File: src/rtl/rv_sel_pkg.sv
// Shared definitions for the stream channel selectors: arbitration mode
// constants and the select-index width helper.
package rv_sel_pkg;

  localparam int SEL_MODE_FIXED = 0;
  localparam int SEL_MODE_RR    = 1;

  // Number of bits needed to index n items (ceil(log2(n))).
  function automatic int clog2(input int n);
    int r;
    r = 0;
    for (int v = n - 1; v > 0; v = v >> 1) r++;
    return r;
  endfunction

  // Select width is never zero, even for a degenerate single channel.
  function automatic int sel_width(input int n);
    return (clog2(n) < 1) ? 1 : clog2(n);
  endfunction

endpackage

File: src/rtl/rr_arbiter.sv
// Wrap-around priority search: grants the first requester at or above ptr,
// wrapping from NUM_CH-1 back to 0.
module rr_arbiter #(
  parameter int NUM_CH = 4,
  parameter int SEL_W  = 2
) (
  input  logic [NUM_CH-1:0] req,
  input  logic [SEL_W-1:0]  ptr,
  output logic              grant_vld,
  output logic [SEL_W-1:0]  grant_idx
);

  // Walk offsets from farthest to nearest so the nearest requester wins.
  // NOTE: every always_comb output gets a default first, otherwise a
  // path that skips the assignment infers a latch.
  always_comb begin
    grant_vld = 1'b0;
    grant_idx = '0;
    for (int k = NUM_CH - 1; k >= 0; k--) begin
      int c;
      c = int'(ptr) + k;
      if (c >= NUM_CH) c = c - NUM_CH;
      if (c < NUM_CH && req[c]) begin
        grant_vld = 1'b1;
        grant_idx = SEL_W'(c);
      end
    end
  end

endmodule

File: src/rtl/stream_sel_rr.sv
// Registered N-to-1 valid/ready channel selector with either an external
// select or round-robin arbitration, feeding a one-entry output register.
module stream_sel_rr
  import rv_sel_pkg::*;
#(
  parameter int WIDTH  = 32,
  parameter int NUM_CH = 4,
  parameter int MODE   = SEL_MODE_FIXED,
  parameter int SEL_W  = sel_width(NUM_CH)
) (
  input  logic                    clk,
  input  logic                    rst,
  input  logic [NUM_CH*WIDTH-1:0] in_data,
  input  logic [NUM_CH-1:0]       in_valid,
  output logic [NUM_CH-1:0]       in_ready,
  input  logic [SEL_W-1:0]        control_in,
  output logic [WIDTH-1:0]        out_data,
  output logic                    out_valid,
  input  logic                    out_ready,
  output logic [SEL_W-1:0]        out_sel
);

  logic             load_en;
  logic             grant_vld;
  logic [SEL_W-1:0] grant_idx;
  logic             transfer;
  logic [WIDTH-1:0] mux_data;

  // Register is free when empty or being drained this cycle, so a full
  // register refills in the same cycle it drains.
  assign load_en  = !out_valid || out_ready;
  assign transfer = !rst && load_en && grant_vld;

  generate
    if (MODE == SEL_MODE_RR) begin : g_rr
      logic [SEL_W-1:0] rr_ptr;

      rr_arbiter #(
        .NUM_CH (NUM_CH),
        .SEL_W  (SEL_W)
      ) u_arb (
        .req       (in_valid),
        .ptr       (rr_ptr),
        .grant_vld (grant_vld),
        .grant_idx (grant_idx)
      );

      // Pointer moves just past the channel that was served.
      always_ff @(posedge clk) begin
        if (rst) begin
          rr_ptr <= '0;
        end else if (transfer) begin
          rr_ptr <= (grant_idx == SEL_W'(NUM_CH - 1)) ? '0 : grant_idx + SEL_W'(1);
        end
      end
    end else begin : g_fixed
      // Out-of-range selects match no channel and therefore grant nothing.
      always_comb begin
        grant_vld = 1'b0;
        grant_idx = control_in;
        for (int i = 0; i < NUM_CH; i++) begin
          if (control_in == SEL_W'(i)) grant_vld = in_valid[i];
        end
      end
    end
  endgenerate

  always_comb begin
    mux_data = '0;
    for (int i = 0; i < NUM_CH; i++) begin
      if (grant_idx == SEL_W'(i)) mux_data = in_data[i*WIDTH +: WIDTH];
    end
  end

  // Ready is held low during reset so nothing is consumed and then dropped.
  always_comb begin
    in_ready = '0;
    for (int i = 0; i < NUM_CH; i++) begin
      in_ready[i] = transfer && (grant_idx == SEL_W'(i));
    end
  end

  // NOTE: sequential state uses non-blocking assignments so every register
  // samples pre-edge values regardless of statement order.
  always_ff @(posedge clk) begin
    if (rst) begin
      out_valid <= 1'b0;
      out_data  <= '0;
      out_sel   <= '0;
    end else if (load_en) begin
      out_valid <= grant_vld;
      if (grant_vld) begin
        out_data <= mux_data;
        out_sel  <= grant_idx;
      end
    end
  end

endmodule

File: config.mk
export PLATFORM = sky130hd
export DESIGN_NAME = stream_sel_rr
export DESIGN_NICKNAME = d
export VERILOG_FILES = /design/src/rtl/rv_sel_pkg.sv /design/src/rtl/rr_arbiter.sv /design/src/rtl/stream_sel_rr.sv
export SDC_FILE = /design/constraint.sdc
export NUM_CORES = 1
export LEC_CHECK = 0
export BUFFER_PORTS_ARGS = -buffer_cell sky130_fd_sc_hd__buf_2
export CAP_MARGIN = 20
export CORE_AREA = 4 4 92 94
export CTS_CLUSTER_DIAMETER = 30
export DETAILED_ROUTE_END_ITERATION = 10
export DIE_AREA = 0 0 96 98
export GPL_ROUTABILITY_DRIVEN = 1
export GPL_TIMING_DRIVEN = 0
export SLEW_MARGIN = 15
export SYNTH_ARGS = -nofsm -noshare
export SYNTH_HDL_FRONTEND = slang
export SYNTH_SLANG_ARGS = --single-unit
File: constraint.sdc
create_clock -name clk -period 3.1 [get_ports clk]
set_input_delay 0.62 -clock clk [delete_from_list [all_inputs] [get_ports clk]]
set_output_delay 0.62 -clock clk [all_outputs]
set_load 0.02 [all_outputs]
==> results.ini <==
[detailed_routing]
avgViaCountPerCell=5.02
num_vias=2479
wl_per_cell_um=16.2
met1_length_um=3100
met2WireLength_um=4100
wl_met3_um=647
drt_wl_total_um=8010
drtPass1Iterations=4
top_layer_used=met4
drc=0
postRouteAntennaNets=0
drt_iter0_markers=80

[clock_network]
postCtsSetupBuffers=0
cts_max_level=2
post_cts_resized=0
cts_buffers=5
hold_buffers=0
ctsRootBufferMaster=clkbuf_8
cts.reportedPaths.clkPinSlew_ns=0.07
cts.sinks=35
clock_latency_ns=0.28
cts_max_path_buffers=2
cts_tree=done

[worst_setup_path]
cp-start-kind=input port
crit_arrival_ns=2.03
critPathCaptureType=output pin
cp-startpoint=control_in[1]
critPathCapture=in_ready[1]
reg2reg_to=out_data[27]
reg2reg_depth=5
path_class=in2out
rrSetupSlack_ns=1.54
crit_fanout=10
worstReg2RegStart=out_valid
cp.required_ns=2.48

[die]
coreArea_sq_um=7650
die_area_sq_um=9410
fp-row-count=32
start_util_pct=28.7
fp.dieW_um=96
top_level_ports=176
die_y_um=98

[sta]
slew_headroom_pct=57.1
finalWorstSetupSlack_ns=0.453
fin_skew_ns=0.00690
timing.final.crit_share_pct=85.4
grt_setup_unrepaired=no
fin_setup_tns_ns=0
fin_crit_ns=2.65
max_freq_mhz=378
hold_viol=0
maxSlewViolCount=0
worstMarginPinSlew_ns=0.643
fin_hold_ws_ns=0.460
setup_viol=0

[finish]
final_area_sq_um=3300
synthToLayoutAreaGrowth_pct=50.7
post-route-util_pct=43.2
layout.nets=528
drive_above_1_share_pct=60.2
antennaDiodeCount=0
finalNonFillerCells=494

[logic_synthesis]
synthesis.nets=347
synth.ff_latch_count=35
synth_area_leader_cell=mux4_2
synth_flop_cell=dfxtp_1
synth_cells=210
syn_area_sq_um=2190
synth_cell_types=24
seq_area_frac_synth_pct=31.9
synth_area_leaders=mux4_2 (33%), dfxtp_1 (32%), a21oi_1 (8.0%)
avgSynthCellArea_sq_um=10.4
ys_warn_count=0
yosysTopAreaCellShare_pct=32.9
synthArstFlopShare_pct=0
synth_edf_count=0
synth_common_cells=a21oi_1 (35), dfxtp_1 (35), nand3_1 (34), mux4_2 (32), o21ai_0 (21)

[global_routing]
grt_pass1_wl_um=12500
grt_use_total_pct=16.9
overflow=0
grt_pass1_vias=2638
grt_max_degree=13
antenna_found_initial=0

[pwr]
pwr_density_cell_nw_per_um2=401
p_leak_nw=1.52
p_total_mw=1.32
vdd_drop_max_v=0.000232

[placement]
placed_area_sq_um=3190
pre_cts_ws_ns=0.447
placement.io_buffers=174
numPlacedInstances=486
gp_congestion=0.710
post-dp-hpwl_um=6420

[worst_hold_path]
hold_path.class=reg2reg

[flow_run]
drv_cap=0

[run_status]
outcome=finished clean

-- registers in the layout (all words and copies together), names as in the netlist --
signal and cells:
out_data 32, out_valid 1, out_sel 2
-- area by class of cell --
class,instances,area (sq um)
Clock inverter,3,43.8
Multi-Input combinational cell,148,1340
Clock buffer,5,68.8
Sequential cell,35,701
Inverter,1,3.75
Fill cell,789,4340
Buffer,26,146
Tap cell,102,128
Timing Repair Buffer,174,871
-- how the worst min path moves through the flow --
stage                  from            to  slack [ns]  depth (start not counted)
6_report        out_data[6]   out_data[6]        0.46                          2
3_3_place_gp   out_data[23]  out_data[23]        0.45                          2
5_1_grt         out_data[5]   out_data[5]        0.48                          2
2_1_floorplan   out_data[0]   out_data[0]        0.54                          2
3_5_place_dp   out_data[29]  out_data[29]        0.45                          2
4_1_cts        out_data[29]  out_data[29]        0.46                          2
-- critical path, stage by stage --
cell     delay [ns]
buf_2          0.12
buf_4          0.17
or3_1          0.37
buf_2          0.19
buf_6          0.16
nor4b_2        0.19
buf_2          0.20
-- where the power goes --
group          internal [mW]  switching (mW)  leakage (nW)
Sequential             0.488          0.0172         0.288
Combinational          0.200           0.204          1.17
Clock                  0.240           0.176        0.0581
Total                  0.927           0.397          1.52
-- per-layer routing --
layer	GRT usage, %	up-vias
met5	0	-
met4	5.58	0
met3	3.85	16
met2	29.9	126
met1	19.8	1156
li1	-	1181
-- logic make-up (layout without fill, tap and decap cells) --
logic type	count (synthesis)	count (layout)	synth area share [%]
muxes	34	34	33.8
and+or+nand+nor	45	45	11.6
DFF	35	35	31.9
AOI/OAI and AO/OA	69	69	15.7
buffers and inverters	27	209	6.85
-- cells in the final DEF, fill, tap and decap left out, types with 3 or more instances in the layout --
cell | Yosys | layout
buf_2 | 12 | 186
a21oi_1 | 35 | 35
dfxtp_1 | 35 | 35
nand3_1 | 34 | 34
mux4_2 | 32 | 32
o21ai_0 | 21 | 21
o21ai_1 | 13 | 13
clkbuf_1 | 8 | 8
clkbuf_8 | 0 | 5
buf_4 | 3 | 3
buf_6 | 3 | 3
Note: power is estimated with default switching activity, not from simulation.
